--- config.mk ---
export PLATFORM = sky130hd
export DESIGN_NAME = seq_signed_divider_flat
export DESIGN_NICKNAME = d
export VERILOG_FILES = /design/src/rtl/div_pkg.sv /design/src/rtl/seq_signed_divider_if.sv /design/src/rtl/div_step.sv /design/src/rtl/seq_signed_divider.sv /design/src/flat_wrapper.sv
export SDC_FILE = /design/constraint.sdc
export NUM_CORES = 1
export LEC_CHECK = 0
export BUFFER_PORTS_ARGS = -buffer_cell sky130_fd_sc_hd__buf_4
export CAP_MARGIN = 20
export CELL_PAD_IN_SITES_DETAIL_PLACEMENT = 1
export CELL_PAD_IN_SITES_GLOBAL_PLACEMENT = 1
export CORE_MARGIN = 2
export CORE_UTILIZATION = 45
export CTS_BUF_LIST = sky130_fd_sc_hd__clkbuf_8 sky130_fd_sc_hd__clkbuf_16
export DETAILED_ROUTE_END_ITERATION = 6
export HOLD_SLACK_MARGIN = 0.05
export PLACE_DENSITY = 0.77
export SLEW_MARGIN = 5
export SYNTH_ARGS = -nofsm -noshare
export SYNTH_HDL_FRONTEND = slang
export SYNTH_HIERARCHICAL = 1
export SYNTH_SLANG_ARGS = --single-unit
--- constraint.sdc ---
create_clock -name CLK -period 4.07 [get_ports CLK]
set_input_delay 0.2035 -clock CLK [delete_from_list [all_inputs] [get_ports CLK]]
set_output_delay 0.2035 -clock CLK [all_outputs]
set_load 0.02 [all_outputs]
--- src/rtl/div_pkg.sv ---
// rtl/div_pkg.sv - shared types and constants for the sequential signed divider
package div_pkg;

   typedef enum logic [1:0] {
      IDLE,
      CALC,
      FIX,
      DONE_S
   } state_t;

   localparam int DEF_WIDTH = 32;

   function automatic int cnt_w(input int width);
      return $clog2(width);
   endfunction

endpackage

--- src/rtl/seq_signed_divider_if.sv ---
// rtl/seq_signed_divider_if.sv - request/result bundle between a requester and the divider
interface seq_signed_divider_if
   import div_pkg::*;
#(
   parameter int WIDTH = DEF_WIDTH
);
   logic             START;
   logic [WIDTH-1:0] X;
   logic [WIDTH-1:0] Y;
   logic             BUSY;
   logic             DONE;
   logic [WIDTH-1:0] Q;
   logic [WIDTH-1:0] R;
   logic             DIV0;
   logic             OVF;

   modport master (
      output START, X, Y,
      input  BUSY, DONE, Q, R, DIV0, OVF
   );

   modport slave (
      input  START, X, Y,
      output BUSY, DONE, Q, R, DIV0, OVF
   );

endinterface

--- src/rtl/div_step.sv ---
// rtl/div_step.sv - one restoring shift-subtract iteration on unsigned magnitudes
module div_step #(
   parameter int WIDTH = 32
) (
   input  logic [WIDTH-1:0] rem,
   input  logic [WIDTH-1:0] dq,
   input  logic [WIDTH-1:0] ym,
   output logic [WIDTH-1:0] rem_nxt,
   output logic [WIDTH-1:0] dq_nxt
);

   logic [WIDTH:0] shifted;
   logic [WIDTH:0] trial;

   // rem < ym <= 2^(WIDTH-1), so the extra bit only ever carries the borrow
   assign shifted = {rem, dq[WIDTH-1]};
   assign trial   = shifted - {1'b0, ym};
   assign rem_nxt = trial[WIDTH] ? shifted[WIDTH-1:0] : trial[WIDTH-1:0];
   assign dq_nxt  = {dq[WIDTH-2:0], ~trial[WIDTH]};

endmodule

--- src/rtl/seq_signed_divider.sv ---
// rtl/seq_signed_divider.sv - iterative signed divider, truncating quotient and
// dividend-signed remainder, fixed WIDTH+2 cycle latency
module seq_signed_divider
   import div_pkg::*;
#(
   parameter int WIDTH = DEF_WIDTH
) (
   input logic                 CLK,
   input logic                 RESET,
   seq_signed_divider_if.slave bus
);

   localparam int CW = cnt_w(WIDTH);

   state_t           state, state_nxt;
   logic [CW-1:0]    cnt;
   logic [WIDTH-1:0] rem, dq, ym;
   logic [WIDTH-1:0] rem_nxt, dq_nxt;
   logic [WIDTH-1:0] x_cap;
   logic             sign_x, sign_y, y_zero, ovf_case;
   logic [WIDTH-1:0] q_reg, r_reg;
   logic             div0_reg, ovf_reg;
   logic             busy, done, load, step, fix;

   always_ff @(posedge CLK or negedge RESET) begin
      if (!RESET) state <= IDLE;
      else        state <= state_nxt;
   end

   always_comb begin
      state_nxt = state;
      busy      = 1'b0;
      done      = 1'b0;
      load      = 1'b0;
      step      = 1'b0;
      fix       = 1'b0;
      case (state)
         IDLE: begin
            if (bus.START) begin
               load      = 1'b1;
               state_nxt = CALC;
            end
         end
         CALC: begin
            busy = 1'b1;
            step = 1'b1;
            if (cnt == '0) state_nxt = FIX;
         end
         FIX: begin
            busy      = 1'b1;
            fix       = 1'b1;
            state_nxt = DONE_S;
         end
         DONE_S: begin
            done      = 1'b1;
            state_nxt = IDLE;
         end
         default: state_nxt = IDLE;
      endcase
   end

   div_step #(.WIDTH(WIDTH)) u_step (
      .rem     (rem),
      .dq      (dq),
      .ym      (ym),
      .rem_nxt (rem_nxt),
      .dq_nxt  (dq_nxt)
   );

   always_ff @(posedge CLK or negedge RESET) begin
      if (!RESET) begin
         cnt      <= '0;
         rem      <= '0;
         dq       <= '0;
         ym       <= '0;
         x_cap    <= '0;
         sign_x   <= 1'b0;
         sign_y   <= 1'b0;
         y_zero   <= 1'b0;
         ovf_case <= 1'b0;
         q_reg    <= '0;
         r_reg    <= '0;
         div0_reg <= 1'b0;
         ovf_reg  <= 1'b0;
      end else begin
         if (load) begin
            // dq starts as |X| and is shifted out into rem while quotient bits shift in
            sign_x   <= bus.X[WIDTH-1];
            sign_y   <= bus.Y[WIDTH-1];
            dq       <= bus.X[WIDTH-1] ? -bus.X : bus.X;
            ym       <= bus.Y[WIDTH-1] ? -bus.Y : bus.Y;
            rem      <= '0;
            cnt      <= CW'(WIDTH - 1);
            x_cap    <= bus.X;
            y_zero   <= (bus.Y == '0);
            ovf_case <= (bus.X == {1'b1, {(WIDTH-1){1'b0}}}) && (bus.Y == '1);
         end
         if (step) begin
            rem <= rem_nxt;
            dq  <= dq_nxt;
            cnt <= cnt - 1'b1;
         end
         if (fix) begin
            div0_reg <= y_zero;
            ovf_reg  <= ovf_case;
            if (y_zero) begin
               q_reg <= '1;
               r_reg <= x_cap;
            end else if (ovf_case) begin
               q_reg <= {1'b1, {(WIDTH-1){1'b0}}};
               r_reg <= '0;
            end else begin
               q_reg <= (sign_x ^ sign_y) ? -dq : dq;
               r_reg <= sign_x ? -rem : rem;
            end
         end
      end
   end

   assign bus.BUSY = busy;
   assign bus.DONE = done;
   assign bus.Q    = q_reg;
   assign bus.R    = r_reg;
   assign bus.DIV0 = div0_reg;
   assign bus.OVF  = ovf_reg;

endmodule

--- src/flat_wrapper.sv ---
// flat-port wrapper written by rule: the top's interface ports become plain ports
module seq_signed_divider_flat import div_pkg::*;
#(
   parameter int WIDTH = DEF_WIDTH
)
  (CLK, RESET, bus_START, bus_X, bus_Y, bus_BUSY, bus_DONE, bus_Q, bus_R, bus_DIV0, bus_OVF);
  seq_signed_divider_if #(.WIDTH(WIDTH)) bus_i ();
  input logic CLK;
  input logic RESET;
  input wire logic [$bits(bus_i.START)-1:0] bus_START;
  input wire logic [$bits(bus_i.X)-1:0] bus_X;
  input wire logic [$bits(bus_i.Y)-1:0] bus_Y;
  output wire logic [$bits(bus_i.BUSY)-1:0] bus_BUSY;
  output wire logic [$bits(bus_i.DONE)-1:0] bus_DONE;
  output wire logic [$bits(bus_i.Q)-1:0] bus_Q;
  output wire logic [$bits(bus_i.R)-1:0] bus_R;
  output wire logic [$bits(bus_i.DIV0)-1:0] bus_DIV0;
  output wire logic [$bits(bus_i.OVF)-1:0] bus_OVF;
  assign bus_i.START = bus_START;
  assign bus_i.X = bus_X;
  assign bus_i.Y = bus_Y;
  assign bus_BUSY = bus_i.BUSY;
  assign bus_DONE = bus_i.DONE;
  assign bus_Q = bus_i.Q;
  assign bus_R = bus_i.R;
  assign bus_DIV0 = bus_i.DIV0;
  assign bus_OVF = bus_i.OVF;
  seq_signed_divider #(.WIDTH(WIDTH)) u_core (.CLK(CLK), .RESET(RESET), .bus(bus_i));
endmodule
==> results of run 1 <==
-- flip-flops by register name, indices dropped and copies added, names as in the netlist --
name             count
u_core/ym           32
u_core/rem          32
u_core/bus.R        32
u_core/dq           32
u_core/cnt           5
u_core/x_cap        32
u_core/bus.DIV0      1
u_core/sign_y        1
u_core/bus.OVF       1
u_core/y_zero        1
u_core/bus.Q        32
u_core/state         2
u_core/ovf_case      1
-- routing by layer --
metal,GRT usage (%),routed length [um]
met5,0,0
met4,6.67,877
met3,2.02,1240
met2,49.5,21800
met1,32.4,17800
-- worst register-to-register path, delay by kind of cell, from the launching register on --
family	cells	cell delay, ns
and+or+nand+nor	4	0.73
AOI/OAI and AO/OA	5	1.01
DFF	1	0.42
buffers and inverters	2	0.20
adders and majority gates	2	0.62
muxes	2	0.67
-- synthesized netlist by cell type (all sizes together) (15+ instances only) --
master  number
o41ai       19
nand2      313
nor2        55
mux2        25
inv         82
o21ai      174
a21o        21
clkbuf      72
a21oi       66
xnor2       34
or3         19
mux2i       15
nand3       25
nand4       23
o31ai       50
buf         52
xor2       105
nor4        20
nor3        30
ha          43
dfrtp      204
o221ai      39
-- where the power goes --
| part | leakage [nW] | total [mW] | internal [mW] | switching [mW] |
|---|---|---|---|---|
| Combinational | 4.27 | 8.65 | 3.70 | 4.96 |
| Clock | 0.427 | 2.18 | 1.31 | 0.861 |
| Sequential | 2.52 | 3.91 | 2.97 | 0.931 |
| Total | 7.22 | 14.7 | 7.98 | 6.75 |
-- cells by family (layout without fill, tap and decap cells) --
group	after synthesis	in the layout	share of synthesized area, %
AND/OR/NAND/NOR	543	543	18.4
AO/OA/AOI/OAI	430	430	20.2
buffers and inverters	208	339	7.35
flip-flops	204	204	37.3
XOR/XNOR	139	139	8.90
adder cells (fa/ha/maj)	44	44	4.08
multiplexers	40	40	3.77
-- how the worst min path moves through the flow --
stage | from | end | slack, ns | cells past startpoint
after floorplan | RESET | u_core/bus.DIV0 | -0.09 | 0
after global placement | RESET | u_core/state[0] | 0.42 | 1
after detailed placement | RESET | u_core/state[0] | 0.40 | 1
after CTS | bus_Y[1] | u_core/ym[1] | 0.08 | 3
after global routing | bus_Y[1] | u_core/ym[1] | 0.11 | 3
final | bus_Y[6] | u_core/ym[6] | 0.09 | 3
-- what timing repair did --
item                                   4_1_cts  5_1_grt
endpoints found under the hold margin      187        0
hold buffers                                61        0
setup endpoints to repair                    0        0
-- area by class of cell --
cell class                 count  area (sq um)
clock buffer                  33           736
clock inverter                11          72.6
fill                        3490         13700
inverter                      82           315
multi-input combinational   1196          7600
sequential                   204          5100
tap                          390           488
timing repair buffer         213          1780
-- metrics by stage --
step / utilization [%] / hold WS [ns] / area (sq um) / setup slack, ns / std cells
4_1_cts: 54.0 / 0.0815 / 16100 / 0.257 / 2129
6_report: 54.0 / 0.0904 / 16100 / 0.272 / 2129
2_1_floorplan: - / -0.0921 / 13700 / 0.673 / 1608
3_3_place_gp: 49.3 / 0.419 / 14700 / 0.408 / 2024
5_1_grt: 54.0 / 0.110 / 16100 / 0.0363 / 2129
3_5_place_dp: 49.3 / 0.402 / 14700 / 0.296 / 2024
==> impl_metrics.tcl, run 1 <==
set metrics [dict create \
    yosysTopAreaCell "dfrtp_1" \
    grt_usage_pct 26.3 \
    power_mw 14.7 \
    drive_gt1_share_pct 14.2 \
    cp_slowest_cell "dfrtp_1" \
    critPathArrivalTime_ns 4.16 \
    r2r_setup_slack_ns 0.27 \
    synth_edf_count 0 \
    die_x_um 178 \
    die_h_um 178 \
    drt_iter0_markers 673 \
    grt_pass1_wl_um 67700 \
    cts_buffers 25 \
    grt_remaining_overflow 0 \
    postRouteAntennaNets 0 \
    crit_required_ns 4.43 \
    clock-sinks 204 \
    crit_cells 15 \
    cp-startpoint "u_core/dq[31]" \
    num_rows 63 \
    htree_levels 1 \
    relSlewSlack_pct 31.1 \
    vdd.ir_drop.worst_uv 462 \
    io_pins 135 \
    async_flop_share_pct 100 \
    final_common_cell "nand2_1" \
    vias 12300 \
    syn_inst 1608 \
    final_cell_mix "312 x nand2_1, 204 x dfrtp_1, 149 x buf_4" \
    path_cells "inv_1 > ha_1 > fa_1 > and2b_1 > o2111ai_2 > a21oi_2 > o2111ai_1 > a211oi_2 > nor2_4 > mux2i_4 > and2_4 > inv_8 > mux2_4 > nand2_1 > o21ai_0" \
    start_util_pct 45.9 \
    drc 0 \
    post-route-period-util_pct 93.3 \
    synthTopCellsByArea "dfrtp_1 37%, nand2_1 8.6%, xor2_1 6.7%" \
    cp_top_family "compound AO/OA/AOI/OAI gates" \
    r2r_end "u_core/rem[30]" \
    vias_per_cell 5.79 \
    status "completed" \
    leakage_nw 7.22 \
    seq_area_frac_synth_pct 37.3 \
    antenna_found_initial 0 \
    avgSynthCellArea_sq_um 8.50 \
    startpoint_type "flip-flop" \
    reg2reg_depth 15 \
    fin_worst_skew_ns 0.0124 \
    place_hpwl_um 29000 \
    worst_pin_slew_ns 1.03 \
    crit_fanout 24 \
    areaGrowthSynthToFinish_pct 17.7 \
    io_buffer_count 134 \
    fin_tns_setup_ns 0 \
    slowest_delay_ns 0.42 \
    ctsRootBufferMaster "clkbuf_16" \
    syn_area_sq_um 13700 \
    ys_seq_elements 204 \
    power_density_nw_per_um2 915 \
    fmax_mhz 263 \
    synth.top_cell.area_share_pct 37.3 \
    dieArea_sq_um 31800 \
    core_area_sq_um 29800 \
    cp_num_buf_inv 2 \
    wl_um 41700 \
    clk_pin_slew_worst_paths_ns 0.06 \
    r2r-start "u_core/dq[31]" \
    cts_tree "done" \
    end_kind "flip-flop" \
    maxCapViolCount 0 \
    wire_per_inst_um 19.6 \
    timing_hold_violations_final 0 \
    crit_type "reg -> reg" \
    cts_max_path_buffers 3 \
    crit_end "u_core/rem[30]" \
    dr.pass1.iters 5 \
    hp-class "in -> reg" \
    grt_max_degree 118 \
    rsz0062_at_grt "false" \
    finalNetCount 1833 \
    syn_nets 1719 \
    clk_latency_ns 0.52 \
    grt_pass1_vias 12800 \
    min_period_ns 3.80 \
    postCtsSetupRepairBufs 0 \
    dominantRegCellSynth "dfrtp_1" \
    synth_cell_types 82 \
    ctsResizeCount 0 \
    slew_violations 0 \
    ys_warn_count 6 \
    place_congestion 0.865 \
    antenna_cells 0 \
    setup_viol 0 \
]
Power figures use the tool's default switching activity.
==> run 2, diff against run 1 <==
CORE_UTILIZATION = 30   (was 45)
CTS_CLUSTER_SIZE = 25   (was not set)
GPL_ROUTABILITY_DRIVEN = 1   (was not set)
PLACE_DENSITY = 0.54   (was 0.77)
==> impl_metrics.tcl, run 2 (same netlist as run 1, synthesis figures left out) <==
set metrics [dict create \
    rsz0062_at_grt "false" \
    maxCapViolCount 0 \
    n_fill_cell 5299 \
    vias 11900 \
    multiInputGateArea_sq_um 7600 \
    num_rows 78 \
    grt_usage_pct 18.9 \
    post-route-period-util_pct 89.1 \
    vias_per_cell 5.07 \
    critPathArrivalTime_ns 4.02 \
    power_mw 15.0 \
    postCtsSetupRepairBufs 0 \
    ctsResizeCount 0 \
    holdWs_ns 0.0896 \
    io_pins 135 \
    timing_hold_violations_final 0 \
    drive_gt1_share_pct 15.0 \
    clk_latency_ns 0.55 \
    final_cell_mix "312 x nand2_1, 204 x dfrtp_1, 157 x buf_4" \
    cts_buffers 26 \
    relSlewSlack_pct 32.9 \
    cts_max_path_buffers 3 \
    die_x_um 218 \
    cts_tree "done" \
    start_util_pct 30.3 \
    status "completed" \
    ctsRootBufferMaster "clkbuf_16" \
    grt_remaining_overflow 0 \
    dieArea_sq_um 47300 \
    grt_pass1_vias 12500 \
    slew_violations 0 \
    areaGrowthSynthToFinish_pct 20.7 \
    final_common_cell "nand2_1" \
    drc 0 \
    end_kind "flip-flop" \
    crit_fanout 24 \
    vdd.ir_drop.worst_uv 377 \
    leakage_nw 7.28 \
    min_period_ns 3.63 \
    wire_per_inst_um 19.0 \
    ff_latch_area_sq_um 5100 \
    fmax_mhz 276 \
    antenna_found_initial 0 \
    startpoint_type "flip-flop" \
    path_cells "inv_1 > ha_1 > fa_1 > and2b_1 > o2111ai_2 > a21oi_2 > o2111ai_1 > a211oi_2 > nor2_4 > mux2i_4 > and2_4 > inv_8 > mux2_2 > nand2_1 > o21ai_0" \
    finalNetCount 1842 \
    crit_required_ns 4.47 \
    hp-class "in -> reg" \
    dr.pass1.iters 5 \
    drt_iter0_markers 466 \
    htree_levels 1 \
    setup_viol 0 \
    crit_type "reg -> reg" \
    io_buffer_count 134 \
    wl_um 44700 \
    fin_tns_setup_ns 0 \
    clk_pin_slew_worst_paths_ns 0.06 \
    die_h_um 218 \
    placed_cells 2241 \
    postRouteAntennaNets 0 \
    place_hpwl_um 32900 \
    worst_pin_slew_ns 1.00 \
    cp_slowest_cell "fa_1" \
    clock-sinks 204 \
    power_density_nw_per_um2 910 \
    place_congestion 0.818 \
    antenna_cells 0 \
    core_area_sq_um 45200 \
    instances_no_fill 2350 \
    grt_pass1_wl_um 71300 \
    fin_worst_skew_ns 0.00651 \
    grt_max_degree 75 \
    slowest_delay_ns 0.41 \
]
[run 2: path summary, 6_finish.rpt]
kind	start	endpoint	slack (ns)	cells past startpoint
hold / removal	bus_Y[1]	u_core/ym[1]	0.09	3
setup / recovery	u_core/dq[31]	u_core/rem[7]	0.44	15
min in group asynchronous	RESET	u_core/state[0]	0.26	2
setup reg to reg	u_core/dq[31]	u_core/rem[7]	0.44	15
max in group asynchronous	RESET	u_core/bus.R[31]	2.79	3
hold reg to reg	u_core/ym[9]	u_core/ym[9]	0.47	2
[run 2: stage by stage]
step / utilization (%) / setup WS, ns / instance area (sq um)
2_1_floorplan: - / 0.673 / 13700
3_3_place_gp: 33.2 / 0.489 / 15000
3_5_place_dp: 33.2 / 0.412 / 15000
4_1_cts: 36.5 / 0.401 / 16500
5_1_grt: 36.5 / 0.166 / 16500
6_report: 36.5 / 0.443 / 16500
[run 2: what timing repair did]
action | 4_1_cts | 5_1_grt
hold endpoints to repair | 154 | 0
setup endpoints to repair | 0 | 0
hold buffers | 62 | 0
[run 2: layer usage]
layer,up-vias,global-route usage (%),wire [um]
met5,-,0,0
met4,0,4.25,793
met3,50,1.83,1310
met2,188,33.7,22000
met1,5791,24.6,20600
li1,5885,-,-
[run 2: where the power goes]
part	total, mW	internal (mW)	leakage [nW]	switching, mW
clock	2.42	1.48	0.458	0.941
combinational	8.68	3.69	4.30	4.99
sequential	3.92	2.97	2.52	0.949
total	15.0	8.14	7.28	6.88
[run 2: layout make-up]
type                       instances  area share (%)
clock inverter                     8           0.402
multi-input combinational       1196            46.0
sequential                       204            30.9
tap                              600            4.55
clock buffer                      39            5.09
inverter                          82            1.91
timing repair buffer             221            11.1
[run 2: worst max-delay path: cells and delay by family (launching register included)]
family	cells	cell delay, ns
simple gates	4	0.63
fa+ha+maj	2	0.64
mux	2	0.57
compound gates	5	0.93
flops	1	0.40
buf+inv	2	0.29
